`config.mk`:
```
export PLATFORM = sky130hd
export DESIGN_NAME = walk_pattern_gen
export DESIGN_NICKNAME = d
export VERILOG_FILES = /design/src/rtl/hack_test_pkg.sv /design/src/rtl/walk_response_checker_pattern_gen.sv
export SDC_FILE = /design/constraint.sdc
export NUM_CORES = 1
export LEC_CHECK = 0
export CAP_MARGIN = 20
export CORE_MARGIN = 4
export CORE_UTILIZATION = 52
export CTS_CLUSTER_SIZE = 20
export DETAILED_ROUTE_END_ITERATION = 6
export PLACE_DENSITY = 0.82
export SLEW_MARGIN = 25
export SYNTH_ARGS = -nofsm -noshare
export SYNTH_HDL_FRONTEND = slang
export SYNTH_SLANG_ARGS = --single-unit
```
`constraint.sdc`:
```
create_clock -name clk -period 3.3 [get_ports clk]
set_input_delay 0.66 -clock clk [delete_from_list [all_inputs] [get_ports clk]]
set_output_delay 0.66 -clock clk [all_outputs]
set_load 0.02 [all_outputs]
```
`src/rtl/hack_test_pkg.sv`:
```
// ---------------------------------------------------------------------------
// hack_test_pkg
// Shared definitions for the Hack gate self-test engine.
//   state_t      : checker FSM states (IDLE, DRIVE, WAIT, DONE)
//   cnt_width()  : bit width of counters that must hold 0..width+1
//   walk_pattern : walking-ones vector for a given index
//                  (index 0 gives all zeros, index k>0 gives 1<<(k-1))
// ---------------------------------------------------------------------------
package hack_test_pkg;

    typedef enum logic [1:0] {
        IDLE  = 2'd0,
        DRIVE = 2'd1,
        WAIT  = 2'd2,
        DONE  = 2'd3
    } state_t;

    // Widest vector walk_pattern can build; callers cast down to their width.
    localparam int MAX_WIDTH = 64;

    function automatic int cnt_width(input int width);
        return $clog2(width + 2);
    endfunction

    function automatic logic [MAX_WIDTH-1:0] walk_pattern(input int idx, input int width);
        logic [MAX_WIDTH-1:0] v;
        v = '0;
        if (idx >= 1 && idx <= width) begin
            v[idx-1] = 1'b1;
        end
        return v;
    endfunction

endpackage

```
`src/rtl/walk_response_checker_pattern_gen.sv`:
```
// ---------------------------------------------------------------------------
// walk_pattern_gen
// Holds the vector index and the registered stimulus word.
//   clk, rst_n  : clock, asynchronous active-low reset
//   i_clear     : restart at vector 0 (stimulus = all zeros)
//   i_advance   : step to the next vector
//   o_idx       : current vector index (0..WIDTH)
//   o_stim_data : walking-ones pattern for o_idx, stable between steps
//   o_last      : current vector is the final one (idx == WIDTH)
// ---------------------------------------------------------------------------
module walk_pattern_gen
    import hack_test_pkg::*;
#(
    parameter int WIDTH = 16
) (
    input  logic                        clk,
    input  logic                        rst_n,
    input  logic                        i_clear,
    input  logic                        i_advance,
    output logic [cnt_width(WIDTH)-1:0] o_idx,
    output logic [WIDTH-1:0]            o_stim_data,
    output logic                        o_last
);

    localparam int CW = cnt_width(WIDTH);

    logic [CW-1:0]    r_idx;
    logic [WIDTH-1:0] r_stim_data;
    logic [CW-1:0]    w_idx_inc;

    assign w_idx_inc = r_idx + CW'(1);

    // The pattern is loaded together with the index so stim_data is already
    // valid in the DRIVE cycle and never changes until the vector completes.
    always_ff @(posedge clk or negedge rst_n) begin
        if (!rst_n) begin
            r_idx       <= '0;
            r_stim_data <= '0;
        end else if (i_clear) begin
            r_idx       <= '0;
            r_stim_data <= WIDTH'(walk_pattern(0, WIDTH));
        end else if (i_advance) begin
            r_idx       <= w_idx_inc;
            r_stim_data <= WIDTH'(walk_pattern(int'(w_idx_inc), WIDTH));
        end
    end

    assign o_idx       = r_idx;
    assign o_stim_data = r_stim_data;
    assign o_last      = (r_idx == CW'(WIDTH));

endmodule

```
==> reports/metrics.yaml <==
wirelength_um: 2401
finalSetupViolCount: 0
ys_seq_area_share_pct: 46.10
max_freq_mhz: 379.8
hold_viol: 0
cap_violations: 0
most-common-layout-cells: "clkdlybuf4s50_1, dfrtp_1, nand2_1"
antenna_found_initial: 0
dieArea_um2: 3005
synthesis.nets: 124
path_class: "reg2out"
initial_core_util_pct: 56.37
cts_sinks: 21
setup.worst_path.start_class: "flop"
clockRootBuffer: "clkbuf_4"
rsz0062_at_grt: "no"
dr.pass1.iters: 4
p_leak_nw: 0.5573
h-tree-depth: 1
r2r_start: "o_idx[0]$_DFFE_PN0P_"
gp_congestion: 0.7855
portBuffers: 25
status: "finished, final reports clean"
crit_chain: "inv_1 -> ha_1 -> nor4bb_1 -> clkdlybuf4s50_1"
synth_cell_types: 35
endpoint_kind: "output port"
dieWidth_um: 54.82
fin_util_pct: 69.31
routed_via_density: 5.739
worstPathMaxFanout: 13
ir_worst_vdd_mv: 0.2688
syn_inst: 118
ioPinCount: 26
cts_hold_buf: 0
cts_tree: "done"
vias: 947
timing.final.ws_setup_ps: 666.8
fp.dieH_um: 54.82
grt_max_degree: 22
insertion_delay_ps: 300
worst_path_max_delay_cell: "clkdlybuf4s50_1"
cts_buffers: 3
dp_hpwl_um: 1755
hold_ws_ps: 278.5
synth.avg_cell_area_um2: 9.660
final.setup_skew_ps: 0.6801
drive_gt1_share_pct: 8.696
wl_per_cell_um: 14.55
yosysWarnings: 0
drtAntennaViolNets: 0
drc: 0
grt_pass1_vias: 821
cellPowerDensity_nw_per_um2: 357.2
cts_setup_buffers: 0
nets: 145
clk_pin_slew_ps: 110
syn-cell-area_um2: 1140
fin_area_um2: 1401
slew_headroom_pct: 57.56
r2r_end: "o_stim_data[5]$_DFFE_PN0P_"
drt_first_iter_violations: 24
synth-seq-cells: 21
cts_buffer_depth: 2
syn_to_final_growth_pct: 22.94
cp.arrival_ps: 1970
pre_cts_slack_ps: 918.5
reg2reg_depth: 6
num_antenna_cells: 0
grt_pass1_wl_um: 3850
period_share_pct: 79.80
tightestPinTransition_ps: 635.2
rows: 16
drv_slew: 0
dpl_cell_area_um2: 1379
overflow: 0
rrSetupSlack_ps: 940
hold_path_class: "in2async"
critPathMaxStageDelay_ps: 650
cp.required_ps: 2640
core_region_area_um2: 2022
fin_tns_setup_ps: 0
layout_commonest_cell: "clkdlybuf4s50_1"
ctsResizeCount: 0
finalCriticalPeriod_ps: 2633
track_usage_pct: 18.01
per-layer routing:
metal	part of all wire, %	vias up	global-route usage, %
met5	0	-	0
li1	-	458	-
met4	1.5	0	7.884
met2	48	30	26.57
met1	45	455	25.13
met3	5.5	4	3.815
cell type report:
| class | instances | area [µm²] |
|---|---|---|
| fillers | 154 | 620.6 |
| multi-input cells | 84 | 550.5 |
| flip-flops and latches | 21 | 525.5 |
| repair buffers | 26 | 252.7 |
| well taps | 27 | 33.78 |
| clock buffers | 3 | 22.52 |
| inverters | 3 | 11.26 |
| clock inverters | 1 | 5.005 |
power breakdown:
group / internal, mW / leakage, nW / switching [mW]
combinational: 0.0423 / 0.249 / 0.0593
sequential: 0.264 / 0.291 / 0.0110
clock: 0.0453 / 0.0177 / 0.0787
cell families (layout without fill, tap and decap cells):
group | after synthesis | after routing | share of synthesized area [%]
flip-flops | 21 | 21 | 46.10
buffers and inverters | 13 | 33 | 5.597
AO/OA/AOI/OAI | 26 | 26 | 19.10
adder cells (fa/ha/maj) | 2 | 2 | 2.195
multiplexers | 3 | 3 | 2.635
XOR/XNOR | 4 | 4 | 3.074
AND/OR/NAND/NOR | 49 | 49 | 21.30
registers in the layout (all words and copies together), names as in the netlist:
signal,flops
o_stim_data,16
o_idx,5
worst max-delay path by stage:
stage	slack (ps)	endpoint	depth (start not counted)	from
after CTS	660	o_last	4	o_idx[0]$_DFFE_PN0P_
after global routing	570	o_last	4	o_idx[0]$_DFFE_PN0P_
after floorplan	1030	o_stim_data[13]$_DFFE_PN0P_	8	o_idx[0]$_DFFE_PN0P_
final	670	o_last	4	o_idx[0]$_DFFE_PN0P_
after detailed placement	920	o_stim_data[14]$_DFFE_PN0P_	4	i_advance
after global placement	980	o_stim_data[14]$_DFFE_PN0P_	4	i_advance
synthesized netlist by cell type, drive strengths merged:
| cell | number | area share [%] |
|---|---|---|
| a21boi | 1 | 0.66 |
| a21oi | 1 | 0.44 |
| a31oi | 2 | 1.1 |
| a32o | 3 | 2.6 |
| buf | 6 | 3.2 |
| clkbuf | 4 | 1.4 |
| dfrtp | 21 | 46 |
| ha | 2 | 2.2 |
| inv | 3 | 0.99 |
| mux2i | 3 | 2.6 |
| nand2 | 19 | 6.3 |
| nand2b | 3 | 1.6 |
| nand3 | 8 | 3.5 |
| nand4 | 4 | 2.2 |
| nand4bb | 1 | 0.99 |
| nor2 | 8 | 2.6 |
| nor2b | 1 | 0.55 |
| nor3 | 1 | 0.44 |
| nor3b | 1 | 0.66 |
| nor4b | 1 | 0.77 |
| nor4bb | 1 | 0.88 |
| o2111ai | 1 | 1.3 |
| o211a | 1 | 1.5 |
| o211ai | 1 | 1.1 |
| o21a | 2 | 2.0 |
| o21ai | 8 | 3.5 |
| o31ai | 4 | 2.6 |
| o41ai | 2 | 2.2 |
| or2 | 1 | 0.77 |
| xnor2 | 1 | 0.77 |
| xor2 | 3 | 2.3 |
worst max-delay path, delay by kind of cell (launching register included):
kind,cells,cell delay [ps]
buffers and inverters,2,760
flip-flops,1,540
AND/OR/NAND/NOR,1,200
adder cells (fa/ha/maj),1,170
metrics by stage:
stage	std cells	power [mW]
CTS	165	0.5050
global route	165	0.5243
global placement	161	0.3805
floorplan	118	0.3516
detailed placement	161	0.3821
finish	165	0.5006
No activity file was read; power rests on OpenSTA's default activity.
